File: src/rtl/led_pkg.sv
// Shared definitions for the LED pattern sequencer: mode/direction encodings
// and the per-mode initial pattern used for reload and wrap detection.
package led_pkg;

    // The initial pattern is built at this width and then cut down to N_LED.
    // N_LED must not exceed LED_MAX.
    localparam int LED_MAX = 64;

    typedef enum logic [1:0] {
        MODE_RUN    = 2'd0,
        MODE_BOUNCE = 2'd1,
        MODE_BAR    = 2'd2,
        MODE_BLINK  = 2'd3
    } mode_e;

    localparam logic DIR_UP   = 1'b0;
    localparam logic DIR_DOWN = 1'b1;

    typedef enum logic {
        BNC_UP   = 1'b0,
        BNC_DOWN = 1'b1
    } bounce_e;

    function automatic logic [LED_MAX-1:0] init_pattern(input logic [1:0] mode,
                                                        input logic       dir,
                                                        input int         n);
        logic [LED_MAX-1:0] one;
        logic [LED_MAX-1:0] pat;
        one = {{(LED_MAX-1){1'b0}}, 1'b1};
        pat = {LED_MAX{1'b0}};
        case (mode)
            MODE_RUN: begin
                if (dir == DIR_DOWN) begin
                    pat = one << (n - 1);
                end else begin
                    pat = one;
                end
            end
            MODE_BOUNCE: pat = one;
            MODE_BAR:    pat = {LED_MAX{1'b0}};
            MODE_BLINK:  pat = {LED_MAX{1'b0}};
            default:     pat = {LED_MAX{1'b0}};
        endcase
        return pat;
    endfunction

endpackage

File: src/rtl/led_pattern_seq_if.sv
// Pattern-control and LED-output signal bundle between the controller side
// (master) and the sequencer (slave).
interface led_pattern_seq_if #(
    parameter int N_LED = 8
) ();
    logic             clk_show;
    logic [1:0]       mode;
    logic             dir;
    logic             pause;
    logic [N_LED-1:0] led;
    logic             step_pulse;
    logic             pattern_done;

    modport master (
        output clk_show, mode, dir, pause,
        input  led, step_pulse, pattern_done
    );

    modport slave (
        input  clk_show, mode, dir, pause,
        output led, step_pulse, pattern_done
    );
endinterface

File: src/rtl/sync_edge_det.sv
// Synchronises the slow clk_show wave into clk and flags each rising edge.
// Every flop resets to 1 so a level held high through reset is not a step.
module sync_edge_det #(
    parameter int SYNC_STAGES = 2
) (
    input  logic clk,
    input  logic rst,
    input  logic async_in,
    output logic step
);

    logic [SYNC_STAGES-1:0] sync_r;
    logic                   prev_r;

    // Synchroniser chain plus one-cycle history for edge detection
    always_ff @(posedge clk) begin
        if (rst) begin
            sync_r <= {SYNC_STAGES{1'b1}};
            prev_r <= 1'b1;
        end else begin
            sync_r <= {sync_r[SYNC_STAGES-2:0], async_in};
            prev_r <= sync_r[SYNC_STAGES-1];
        end
    end

    assign step = sync_r[SYNC_STAGES-1] & ~prev_r;

endmodule

File: src/rtl/led_pattern_seq.sv
// LED pattern sequencer: advances RUN/BOUNCE/BAR/BLINK patterns one step per
// synchronised clk_show rising edge; a mode/dir change reloads the pattern.
module led_pattern_seq
    import led_pkg::*;
#(
    parameter int N_LED       = 8,
    parameter int SYNC_STAGES = 2
) (
    input  logic            clk,
    input  logic            rst,
    led_pattern_seq_if.slave bus
);

    logic             step_s;
    logic             reload_s;
    logic [N_LED-1:0] init_new_s;
    logic [N_LED-1:0] init_cur_s;
    logic [N_LED-1:0] adv_led_s;
    bounce_e          adv_bounce_s;

    logic [1:0]       cur_mode_r;
    logic             cur_dir_r;
    logic [N_LED-1:0] led_r;
    bounce_e          bounce_r;
    logic             step_pulse_r;
    logic             done_r;

    logic [1:0]       cur_mode_nxt_s;
    logic             cur_dir_nxt_s;
    logic [N_LED-1:0] led_nxt_s;
    bounce_e          bounce_nxt_s;
    logic             step_pulse_nxt_s;
    logic             done_nxt_s;

    sync_edge_det #(
        .SYNC_STAGES (SYNC_STAGES)
    ) u_sync (
        .clk      (clk),
        .rst      (rst),
        .async_in (bus.clk_show),
        .step     (step_s)
    );

    assign reload_s   = ({bus.mode, bus.dir} != {cur_mode_r, cur_dir_r});
    assign init_new_s = N_LED'(init_pattern(bus.mode, bus.dir, N_LED));
    assign init_cur_s = N_LED'(init_pattern(cur_mode_r, cur_dir_r, N_LED));

    // One-step advance of the current pattern, independent of whether it is applied
    always_comb begin
        adv_led_s    = led_r;
        adv_bounce_s = bounce_r;
        case (cur_mode_r)
            MODE_RUN: begin
                if (cur_dir_r == DIR_UP) begin
                    adv_led_s = {led_r[N_LED-2:0], led_r[N_LED-1]};
                end else begin
                    adv_led_s = {led_r[0], led_r[N_LED-1:1]};
                end
            end
            MODE_BOUNCE: begin
                // Flip the flag on the step that lands on an end LED so it lights once
                if (bounce_r == BNC_UP) begin
                    adv_led_s    = {led_r[N_LED-2:0], 1'b0};
                    adv_bounce_s = adv_led_s[N_LED-1] ? BNC_DOWN : BNC_UP;
                end else begin
                    adv_led_s    = {1'b0, led_r[N_LED-1:1]};
                    adv_bounce_s = adv_led_s[0] ? BNC_UP : BNC_DOWN;
                end
            end
            MODE_BAR: begin
                if (&led_r) begin
                    adv_led_s = {N_LED{1'b0}};
                end else if (cur_dir_r == DIR_UP) begin
                    adv_led_s = {led_r[N_LED-2:0], 1'b1};
                end else begin
                    adv_led_s = {1'b1, led_r[N_LED-1:1]};
                end
            end
            MODE_BLINK: adv_led_s = ~led_r;
            default:    adv_led_s = led_r;
        endcase
    end

    // Next-state selection: reload beats step; paused steps are dropped
    always_comb begin
        cur_mode_nxt_s   = cur_mode_r;
        cur_dir_nxt_s    = cur_dir_r;
        led_nxt_s        = led_r;
        bounce_nxt_s     = bounce_r;
        step_pulse_nxt_s = 1'b0;
        done_nxt_s       = 1'b0;
        if (reload_s) begin
            cur_mode_nxt_s = bus.mode;
            cur_dir_nxt_s  = bus.dir;
            led_nxt_s      = init_new_s;
            bounce_nxt_s   = BNC_UP;
        end else if (step_s && !bus.pause) begin
            led_nxt_s        = adv_led_s;
            bounce_nxt_s     = adv_bounce_s;
            step_pulse_nxt_s = 1'b1;
            done_nxt_s       = (adv_led_s == init_cur_s);
        end else begin
            led_nxt_s = led_r;
        end
    end

    // Config latch, pattern register and registered status pulses
    always_ff @(posedge clk) begin
        if (rst) begin
            cur_mode_r   <= MODE_RUN;
            cur_dir_r    <= DIR_UP;
            led_r        <= {{(N_LED-1){1'b0}}, 1'b1};
            bounce_r     <= BNC_UP;
            step_pulse_r <= 1'b0;
            done_r       <= 1'b0;
        end else begin
            cur_mode_r   <= cur_mode_nxt_s;
            cur_dir_r    <= cur_dir_nxt_s;
            led_r        <= led_nxt_s;
            bounce_r     <= bounce_nxt_s;
            step_pulse_r <= step_pulse_nxt_s;
            done_r       <= done_nxt_s;
        end
    end

    assign bus.led          = led_r;
    assign bus.step_pulse   = step_pulse_r;
    assign bus.pattern_done = done_r;

endmodule

File: src/flat_wrapper.sv
// flat-port wrapper written by rule: the top's interface ports become plain ports
module led_pattern_seq_flat import led_pkg::*;
#(
    parameter int N_LED       = 8,
    parameter int SYNC_STAGES = 2
)
  (clk, rst, bus_clk_show, bus_mode, bus_dir, bus_pause, bus_led, bus_step_pulse, bus_pattern_done);
  led_pattern_seq_if #(.N_LED(N_LED)) bus_i ();
  input  logic clk;
  input  logic rst;
  input wire logic [$bits(bus_i.clk_show)-1:0] bus_clk_show;
  input wire logic [$bits(bus_i.mode)-1:0] bus_mode;
  input wire logic [$bits(bus_i.dir)-1:0] bus_dir;
  input wire logic [$bits(bus_i.pause)-1:0] bus_pause;
  output wire logic [$bits(bus_i.led)-1:0] bus_led;
  output wire logic [$bits(bus_i.step_pulse)-1:0] bus_step_pulse;
  output wire logic [$bits(bus_i.pattern_done)-1:0] bus_pattern_done;
  assign bus_i.clk_show = bus_clk_show;
  assign bus_i.mode = bus_mode;
  assign bus_i.dir = bus_dir;
  assign bus_i.pause = bus_pause;
  assign bus_led = bus_i.led;
  assign bus_step_pulse = bus_i.step_pulse;
  assign bus_pattern_done = bus_i.pattern_done;
  led_pattern_seq #(.N_LED(N_LED), .SYNC_STAGES(SYNC_STAGES)) u_core (.clk(clk), .rst(rst), .bus(bus_i));
endmodule
File: config.mk
export PLATFORM = sky130hd
export DESIGN_NAME = led_pattern_seq_flat
export DESIGN_NICKNAME = d
export VERILOG_FILES = /design/src/rtl/led_pkg.sv /design/src/rtl/led_pattern_seq_if.sv /design/src/rtl/sync_edge_det.sv /design/src/rtl/led_pattern_seq.sv /design/src/flat_wrapper.sv
export SDC_FILE = /design/constraint.sdc
export NUM_CORES = 1
export LEC_CHECK = 0
export BUFFER_PORTS_ARGS = -buffer_cell sky130_fd_sc_hd__buf_4
export CORE_MARGIN = 3
export CORE_UTILIZATION = 31
export DETAILED_ROUTE_END_ITERATION = 7
export PLACE_DENSITY = 0.59
export SETUP_SLACK_MARGIN = 0.1
export SYNTH_ARGS = -nofsm -noshare
export SYNTH_HDL_FRONTEND = slang
export SYNTH_SLANG_ARGS = --single-unit
export TNS_END_PERCENT = 50
File: constraint.sdc
create_clock -name clk -period 1.6 [get_ports clk]
set_clock_uncertainty 0.05 [all_clocks]
set_input_delay 0.16 -clock clk [delete_from_list [all_inputs] [get_ports clk]]
set_output_delay 0.16 -clock clk [all_outputs]
set_load 0.005 [all_outputs]
==> results.json, run 1 <==
{
  "status": "completed",
  "seqPwrFrac_pct": 45.5,
  "cp-start-kind": "register",
  "hold_depth": 2,
  "required_ns": 1.72,
  "grt_pass1_wl_mm": 5.368,
  "grt_max_degree": 15,
  "ios": 17,
  "ys_ff_latch": 17,
  "ant_nets": 0,
  "drc": 0,
  "fin_hold_ws_ns": 0.03392,
  "postLayoutCoreUtil_pct": 48.49,
  "hold_path_class": "primary input to register",
  "p_clk_share_pct": 34.5,
  "vias": 1185,
  "synth_fa_ha_area_share_pct": 0,
  "p_total_w": 0.0009751,
  "grt_use_total_pct": 15.92,
  "arrival_ns": 1.71,
  "grt_overflow_total": 0,
  "synth_top_family_by_area": "compound AO/OA/AOI/OAI gates",
  "hold_viol_final": 0,
  "swShare_pct": 27.79,
  "nets": 183,
  "min_period_ns": 1.589,
  "max_freq_mhz": 629.2,
  "path_max_fanout": 5,
  "synth_cell_types": 40,
  "slew_headroom_pct": 73.41,
  "synthMuxAreaShare_pct": 11.22,
  "setup-tns-final_ns": 0,
  "clockRootBuffer": "clkbuf_8",
  "synth_area_um2": 1137,
  "drtIter0Drc": 81,
  "crit_path_start": "u_core.bus.led[0]$_SDFFE_PP1P_",
  "gp_congestion": 0.9024,
  "wl_mm": 3.434,
  "final_cells": 221,
  "crit_type": "register to register",
  "netlist_instances": 137,
  "maxCapViolations": 0,
  "synth-xor-area-share_pct": 2.970,
  "cts_buffers": 3,
  "die_h_um": 66.57,
  "yosysWarnings": 0,
  "p_per_area_nw_per_um2": 584.2,
  "period_share_pct": 99.33,
  "cts.sinks": 17,
  "finalSetupViolations": 0,
  "fill_cells": 317,
  "leakagePower_nw": 0.6231,
  "r2r_slack_ns": 0.01,
  "die_area_um2": 4432,
  "drive_gt1_share_pct": 49.14,
  "antenna_cells": 0,
  "cts_max_level": 1,
  "ys_seq_area_share_pct": 29.92,
  "vdd_ir_drop_max_mv": 0.3818,
  "cts_max_path_buffers": 2,
  "rows": 21,
  "area_delta_synth_final_pct": 46.75,
  "switching_power_w": 0.0002710,
  "core_um2": 3442,
  "r2r-end": "u_core.bus.pattern_done$_SDFF_PP0_",
  "ctsHoldBuffers": 0,
  "syn_avg_cell_area_um2": 8.302,
  "tightest_slew_ns": 0.3939,
  "endpoint": "u_core.bus.pattern_done$_SDFF_PP0_",
  "port_buffers": 16,
  "r2r_start": "u_core.bus.led[0]$_SDFFE_PP1P_",
  "grt_antenna_before_repair": 0,
  "combinationalPowerShare_pct": 20.0,
  "critPathCaptureType": "register",
  "clk_latency_ns": 0.26,
  "path_clk_slew_ns": 0.07,
  "multiInputGateArea_um2": 810.8,
  "rsz0062_at_grt": "yes",
  "viasPerCell": 5.362,
  "ff2ff_path_depth": 6,
  "syn_nets": 144,
  "initial_core_util_pct": 33.04,
  "routedWlPerCell_um": 15.54,
  "cts_tree": "yes",
  "hpwl_mm": 2.355,
  "seq_area_um2": 364.1,
  "drt_pass1_iterations": 4,
  "synth_compound_area_share_pct": 25.41,
  "synthSimpleGateAreaFrac_pct": 22.66,
  "dp_cells": 213,
  "grt_pass1_vias": 1135,
  "die_x_um": 66.57,
  "slew_viol_final": 0,
  "internal_power_w": 0.0007041
}
## logic make-up (layout without fill, tap and decap cells)
family / after synthesis / after routing
xor+xnor: 3 / 3
flops: 17 / 17
mux: 12 / 12
simple gates: 48 / 48
buf+inv: 15 / 53
compound gates: 42 / 42
## critical path: stages (launching register included)
cell      delay (ns)
dfxtp_4         0.37
buf_4           0.16
mux2i_4         0.16
nand3_1         0.09
a222oi_1        0.33
a21oi_1         0.09
nor4_2          0.25
## how the worst min path moves through the flow
stage / from / to / slack (ns)
2_1_floorplan: rst / u_core.cur_mode_r[0]$_SDFFE_PP0N_ / 0.18
3_3_place_gp: bus_clk_show / u_core.u_sync.sync_r[0]$_SDFF_PP1_ / 0.30
3_5_place_dp: bus_clk_show / u_core.u_sync.sync_r[0]$_SDFF_PP1_ / 0.30
4_1_cts: bus_clk_show / u_core.u_sync.sync_r[0]$_SDFF_PP1_ / 0.03
5_1_grt: bus_clk_show / u_core.u_sync.sync_r[0]$_SDFF_PP1_ / 0.04
6_report: bus_clk_show / u_core.u_sync.sync_r[0]$_SDFF_PP1_ / 0.03
## synthesized netlist by cell type, drive strengths merged
master	instances	area, um^2
nor4	1	12.51
a21boi	1	7.510
mux2i	6	60.06
o211ai	6	45.04
o22ai	2	12.51
or2	4	25.02
buf	9	66.31
o21bai	1	11.26
inv	3	11.26
mux2	6	67.56
and4b	1	10.01
o21ai	8	40.03
o2111ai	1	8.760
a211oi	5	37.54
o31a	1	8.760
a311oi	1	8.760
nand2	12	45.04
nand3	4	25.02
xnor2	3	33.79
o31ai	2	15.01
or3b	1	8.760
dfxtp	17	340.3
nor3b	1	7.510
nor2	14	52.55
a2111oi	1	8.760
nand4	1	6.260
clkbuf	3	11.26
o311ai	4	35.03
a222oi	1	10.01
nand2b	4	25.02
nor2b	3	18.77
a21oi	8	40.04
nor3	2	21.27
## cell usage in the layout (no fill, tap or decap), types with 2 or more instances in the layout
cell      instances
o311ai_0          3
o22ai_1           2
dfxtp_2           4
mux2i_1           5
a21oi_1           7
dfxtp_1           8
clkbuf_8          3
nand2b_1          4
nand3_1           2
inv_1             3
buf_6             5
o211ai_1          6
o21ai_0           7
xnor2_1           2
or2_2             3
nor2b_1           3
nor2_1           13
nand3_2           2
nand2_1          12
a211oi_2          4
mux2_4            4
buf_4            40
dfxtp_4           5
## metal layers
layer / wire (um) / track usage [%] / vias up
li1: - / - / 578
met1: 1510 / 18.39 / 565
met2: 1703 / 27.85 / 36
met3: 157 / 3.710 / 6
met4: 63 / 6.599 / 0
met5: 0 / 0 / -
## power by group through the flow
stage | sequential (W) | combinational (W) | clock (W)
floorplan | 0.000453 | 0.0000980 | 0
global placement | 0.000456 | 0.000162 | 0
detailed placement | 0.000456 | 0.000166 | 0
CTS | 0.000442 | 0.000176 | 0.000349
global route | 0.000445 | 0.000210 | 0.000360
finish | 0.000444 | 0.000195 | 0.000336
## area by class of cell
class	instances	share of cell area [%]
inverters	3	0.6747
clock inverters	1	0.4498
repair buffers	46	22.56
well taps	46	3.448
flip-flops and latches	17	21.81
clock buffers	3	2.474
multi-input cells	105	48.58
## per-stage QoR
step           setup slack, ns  area (um^2)
5_1_grt               -0.06913         1669
3_3_place_gp         -0.001571         1446
4_1_cts                0.01626         1573
3_5_place_dp          -0.09056         1446
2_1_floorplan           0.1059         1139
6_report               0.01076         1669
## state kept, by name (all words and copies together), names as in the netlist
name and flops:
u_core.u_sync.prev_r 1, u_core.bus.step_pulse 1, u_core.bus.led 8, u_core.bounce_r 1, u_core.cur_mode_r 2, u_core.u_sync.sync_r 2, u_core.cur_dir_r 1, u_core.bus.pattern_done 1
## what timing repair did
| item | in CTS | in global routing |
|---|---|---|
| setup endpoints to repair | 8 | 10 |
| gates resized for setup | 19 | 22 |
| pin swaps | 7 | 7 |
| setup buffers | 3 | 1 |
Note: power is estimated with default switching activity, not from simulation.
==> run 2: changes to the inputs <==
==> constraint.sdc (replaced) <==
create_clock -name clk -period 1.6 [get_ports clk]
set_clock_uncertainty 0.05 [all_clocks]
set_input_delay 0.32 -clock clk [delete_from_list [all_inputs] [get_ports clk]]
set_output_delay 0.32 -clock clk [all_outputs]
set_load 0.005 [all_outputs]
==> run 2 against run 1 <==
Against the previous run: combinational power fell by 8%; worst hold slack improved by 0.16 ns; critical path type unchanged; global-route usage rose by 0.39 points; critical path depth did not move; largest power group unchanged; cell area fell by 1.9%; wire length fell by 5.4%; sequential power barely moved; register-to-register slack barely moved; clock power rose by 1%; flip-flop and latch count did not move.
==> results.json, run 2 (synthesized netlist as in run 1, its figures left out) <==
{
  "min_from": "bus_clk_show",
  "r2r_start": "u_core.bus.led[3]$_SDFFE_PP0P_",
  "max_stage_delay_ns": 0.37,
  "drtIter0Drc": 84,
  "crit_type": "register to register",
  "max_freq_mhz": 632.8,
  "drc": 0,
  "cts_max_path_buffers": 2,
  "status": "completed",
  "final_cell_mix": "buf_4, nand2_1, nor2_1, a21oi_1, dfxtp_1",
  "cp_top_family": "compound AO/OA/AOI/OAI gates",
  "drive_gt1_share_pct": 47.46,
  "viasPerCell": 5.350,
  "place_area_um2": 1454,
  "gp_congestion": 0.9052,
  "swShare_pct": 27.36,
  "cts_max_level": 1,
  "vias": 1193,
  "crit_slowest_cell": "dfxtp_2",
  "path_clk_slew_ns": 0.07,
  "wl_mm": 3.247,
  "grt_pass1_vias": 1208,
  "path_cells": "buf_4, mux2_2, o211ai_1, o311ai_0, o21ai_0, nor2_1",
  "critPathCaptureType": "register",
  "grt_antenna_before_repair": 0,
  "p_clk_share_pct": 35.2,
  "leakagePower_nw": 0.6222,
  "postLayoutCoreUtil_pct": 47.55,
  "stdcell_area_um2": 1637,
  "grt_use_total_pct": 16.30,
  "cts_tree": "yes",
  "vdd_ir_drop_max_mv": 0.4029,
  "combinationalPowerShare_pct": 18.6,
  "initial_core_util_pct": 33.04,
  "grt_max_degree": 15,
  "clockRootBuffer": "clkbuf_8",
  "required_ns": 1.70,
  "tightest_slew_ns": 0.3280,
  "port_buffers": 16,
  "nets": 185,
  "core_um2": 3442,
  "hold_depth": 2,
  "hold_viol_final": 0,
  "crit_buf_inv": 1,
  "fill_cells": 330,
  "slew_viol_final": 0,
  "r2r_slack_ns": 0.02,
  "p_per_area_nw_per_um2": 589.1,
  "antenna_cells": 0,
  "hpwl_mm": 2.345,
  "mostFrequentLayoutCell": "buf_4",
  "path_max_fanout": 6,
  "ios": 17,
  "internal_power_w": 0.0007003,
  "rows": 21,
  "area_delta_synth_final_pct": 43.89,
  "arrival_ns": 1.68,
  "slew_headroom_pct": 77.85,
  "largest_register_ffs": 8,
  "switching_power_w": 0.0002637,
  "grt_pass1_wl_mm": 5.540,
  "finalSetupViolations": 0,
  "die_h_um": 66.57,
  "die_x_um": 66.57,
  "cp-start-kind": "register",
  "maxCapViolations": 0,
  "grt_overflow_total": 0,
  "r2r-end": "u_core.bus.led[4]$_SDFFE_PP0P_",
  "cts_buffers": 3,
  "routedWlPerCell_um": 14.56,
  "hold_path_class": "primary input to register",
  "seqPwrFrac_pct": 46.2,
  "clk_latency_ns": 0.26,
  "drt_pass1_iterations": 4,
  "min_period_ns": 1.580,
  "cts.sinks": 17,
  "die_area_um2": 4432,
  "ant_nets": 0,
  "ff2ff_path_depth": 6,
  "rsz0062_at_grt": "yes",
  "period_share_pct": 98.77,
  "ctsHoldBuffers": 0,
  "worstHoldEndpoint": "u_core.u_sync.sync_r[0]$_SDFF_PP1_"
}
-- run 2: changes by cell type in the layout (fill, tap and decap cells not counted), moves of 3 or more --
cell / change
o21ai_1: +3
dfxtp_4: -3
a211oi_2: -3
a211oi_1: +3
dfxtp_2: +3
-- run 2: cell type report --
cell class | count | area, um^2 | share of cell area [%]
multi-input cells | 105 | 770.7 | 47.09
repair buffers | 48 | 391.6 | 23.93
flip-flops and latches | 17 | 356.6 | 21.79
well taps | 46 | 57.56 | 3.517
clock buffers | 3 | 41.29 | 2.523
inverters | 3 | 11.26 | 0.6881
clock inverters | 1 | 7.507 | 0.4587
-- run 2: how the worst max path moves through the flow --
stage                                         startpoint  cells after the start                                  to
after floorplan             u_core.bounce_r$_SDFFE_PP0P_                      6  u_core.bus.pattern_done$_SDFF_PP0_
after global placement     u_core.cur_dir_r$_SDFFE_PP0N_                      5  u_core.bus.pattern_done$_SDFF_PP0_
after detailed placement   u_core.cur_dir_r$_SDFFE_PP0N_                      5      u_core.bus.led[7]$_SDFFE_PP0P_
after CTS                 u_core.bus.led[4]$_SDFFE_PP0P_                      6  u_core.bus.pattern_done$_SDFF_PP0_
after global routing      u_core.bus.led[7]$_SDFFE_PP0P_                      6  u_core.bus.pattern_done$_SDFF_PP0_
final                     u_core.bus.led[3]$_SDFFE_PP0P_                      6      u_core.bus.led[4]$_SDFFE_PP0P_
-- run 2: layer usage --
metal | share of wire, % | wire length, um | track usage [%] | vias to the layer above
met5 | 0 | 0 | 0 | -
met4 | 1.1 | 37 | 5.076 | 0
met3 | 5.2 | 168 | 3.879 | 4
met2 | 52 | 1681 | 28.59 | 34
met1 | 42 | 1360 | 19.41 | 569
li1 | - | - | - | 586
-- run 2: repair_timing --
| action | 4_1_cts | 5_1_grt |
|---|---|---|
| buffers inserted | 5 | 0 |
| pin swaps | 7 | 4 |
| setup endpoints to repair | 6 | 10 |
| resized for setup | 18 | 15 |
-- run 2: power groups by stage --
| stage | Combinational, W | Sequential [W] | Clock [W] |
|---|---|---|---|
| after detailed placement | 0.000165 | 0.000457 | 0 |
| after CTS | 0.000174 | 0.000444 | 0.000351 |
| after floorplan | 0.0000980 | 0.000453 | 0 |
| after global routing | 0.000198 | 0.000446 | 0.000373 |
| final | 0.000179 | 0.000445 | 0.000340 |
| after global placement | 0.000163 | 0.000456 | 0 |
-- run 2: stage by stage --
| stage | power (W) | setup slack (ns) | hold slack, ns | instances | TNS, ns |
|---|---|---|---|---|---|
| floorplan | 0.0005506 | 0.1059 | 0.3367 | 137 | 0 |
| global placement | 0.0006189 | 0.001218 | 0.3510 | 214 | 0 |
| detailed placement | 0.0006223 | -0.07031 | 0.3502 | 214 | -0.09613 |
| CTS | 0.0009685 | 0.007749 | 0.1870 | 223 | 0 |
| global route | 0.001016 | -0.06236 | 0.1927 | 223 | -0.1159 |
| finish | 0.0009641 | 0.01965 | 0.1915 | 223 | 0 |
==> run 3: changes to the inputs <==
CORE_UTILIZATION = 39   (was 31)
PLACE_DENSITY = 0.69   (was 0.59)
clock period = 1.4 ns   (was 1.6 ns; I/O delays follow)
==> run 3 against run 2 <==
Against the previous run: highest routed layer unchanged; worst hold slack got worse by 0.10 ns; the flow now finishes with violations (setup timing); die area fell by 19%; global-route usage rose by 5.0 points; count of clock-buffer cells in the layout did not move; critical path depth did not move; clock power fell by 10%.
==> results.json, run 3 (synthesized netlist as in run 1, its figures left out) <==
{
  "status": "finished, violations left",
  "violations": "setup timing",
  "drt_pass1_iterations": 4,
  "finalSetupViolations": 11,
  "fin_ws_ns": -0.1972,
  "port_buffers": 16,
  "tightest_slew_ns": 0.3501,
  "max_freq_mhz": 626.1,
  "min_period_ns": 1.597,
  "r2r_slack_ns": -0.20,
  "dr_wl_met2_mm": 1.636,
  "path_clk_slew_ns": 0.12,
  "hold_depth": 2,
  "leakagePower_nw": 0.6253,
  "wl_met3_um": 121,
  "area_delta_synth_final_pct": 42.13,
  "viasPerCell": 5.951,
  "largest_register_ffs": 8,
  "vias": 1226,
  "clockRootBuffer": "clkbuf_4",
  "vdd_ir_drop_max_mv": 0.7160,
  "cp-start-kind": "register",
  "core_um2": 2613,
  "setup-tns-final_ns": -0.6223,
  "place_area_um2": 1448,
  "cts_tree": "yes",
  "final_cell_mix": "buf_4, nor2_1, nand2_1, a21oi_1, dfxtp_2",
  "gp_congestion": 0.8616,
  "hold_viol_final": 0,
  "fin_hold_ws_ns": 0.09075,
  "drtIter0Drc": 50,
  "crit_type": "register to register",
  "dp_slack_ns": -0.1693,
  "wl_mm": 3.401,
  "met1_length_mm": 1.540,
  "routedWlPerCell_um": 16.51,
  "hold_path_class": "primary input to register",
  "clk_latency_ns": 0.32,
  "hpwl_mm": 2.294,
  "grt_pass1_vias": 1227,
  "ff2ff_path_depth": 6,
  "top_layer_used": "met4",
  "grt_max_degree": 14,
  "period_share_pct": 114.1,
  "cts.sinks": 17,
  "stdcell_area_um2": 1617,
  "ios": 17,
  "slew_viol_final": 0,
  "critPathCaptureType": "register",
  "grt_use_total_pct": 21.27,
  "die_area_um2": 3600,
  "slew_headroom_pct": 76.52,
  "mostFrequentLayoutCell": "buf_4",
  "rows": 18,
  "drive_gt1_share_pct": 49.43,
  "cts_max_path_buffers": 2,
  "r2r_start": "u_core.bus.led[5]$_SDFFE_PP0P_",
  "rsz0062_at_grt": "yes",
  "arrival_ns": 1.79,
  "maxCapViolations": 0,
  "required_ns": 1.59,
  "antenna_cells": 0,
  "grt_antenna_before_repair": 0,
  "grt_overflow_total": 0,
  "r2r-end": "u_core.bus.pattern_done$_SDFF_PP0_",
  "worstHoldEndpoint": "u_core.u_sync.sync_r[0]$_SDFF_PP1_",
  "die_h_um": 60,
  "initial_core_util_pct": 43.53,
  "grt_pass1_wl_mm": 5.630,
  "die_x_um": 60,
  "nets": 184,
  "p_per_area_nw_per_um2": 637.5,
  "path_max_fanout": 4,
  "ant_nets": 0,
  "cts_max_level": 1,
  "drc": 0,
  "min_from": "bus_clk_show",
  "cts_buffers": 3
}
## run 3: where the power goes
part	internal (W)	total, W	switching, W
Sequential	0.000492	0.000508	0.0000159
Combinational	0.000111	0.000217	0.000106
Clock	0.000109	0.000305	0.000196
## run 3: timing repair
item / 4_1_cts / 5_1_grt
endpoints found under the setup margin: 13 / 16
gates cloned: 1 / 0
pin swaps: 6 / 6
hold buffers: 0 / 0
hold endpoints to repair: 0 / 0
resized for setup: 16 / 12
setup buffers: 2 / 2
## run 3: final cells by class
cell class / count / area (um^2)
clock buffer: 3 / 22.52
clock inverter: 1 / 7.507
fill: 213 / 996.0
inverter: 3 / 11.26
multi-input combinational: 106 / 792.0
sequential: 17 / 365.4
tap: 30 / 37.54
timing repair buffer: 46 / 380.4
## run 3: how the worst max path moves through the flow
stage,startpoint,end,slack [ns],depth (start not counted)
6_report,u_core.bus.led[5]$_SDFFE_PP0P_,u_core.bus.pattern_done$_SDFF_PP0_,-0.20,6
5_1_grt,u_core.bus.led[5]$_SDFFE_PP0P_,u_core.bus.pattern_done$_SDFF_PP0_,-0.32,6
4_1_cts,u_core.bus.led[5]$_SDFFE_PP0P_,u_core.bus.pattern_done$_SDFF_PP0_,-0.17,6
3_3_place_gp,u_core.cur_dir_r$_SDFFE_PP0N_,u_core.bus.led[6]$_SDFFE_PP0P_,-0.13,6
3_5_place_dp,u_core.bounce_r$_SDFFE_PP0P_,u_core.bus.pattern_done$_SDFF_PP0_,-0.17,5
2_1_floorplan,u_core.bounce_r$_SDFFE_PP0P_,u_core.bus.pattern_done$_SDFF_PP0_,-0.08,6
## run 3: metrics by stage
step | power, W | cells | util [%]
after floorplan | 0.0006404 | 137 | -
after global placement | 0.0006973 | 198 | 55.41
after detailed placement | 0.0007015 | 198 | 55.41
after CTS | 0.001018 | 205 | 60.20
after global routing | 0.001078 | 206 | 61.88
final | 0.001030 | 206 | 61.88
## run 3: layer usage
| layer | track usage, % | vias to the layer above |
|---|---|---|
| li1 | - | 589 |
| met1 | 27.12 | 597 |
| met2 | 32.56 | 32 |
| met3 | 3.240 | 8 |
| met4 | 14.56 | 0 |
| met5 | 0 | - |
## run 3: critical path, cell delays in order (launching register included)
cell,delay (ns)
dfxtp_4,0.38
buf_12,0.12
mux2_4,0.26
o211ai_1,0.22
and4b_1,0.22
o21ai_1,0.08
nor4_2,0.20
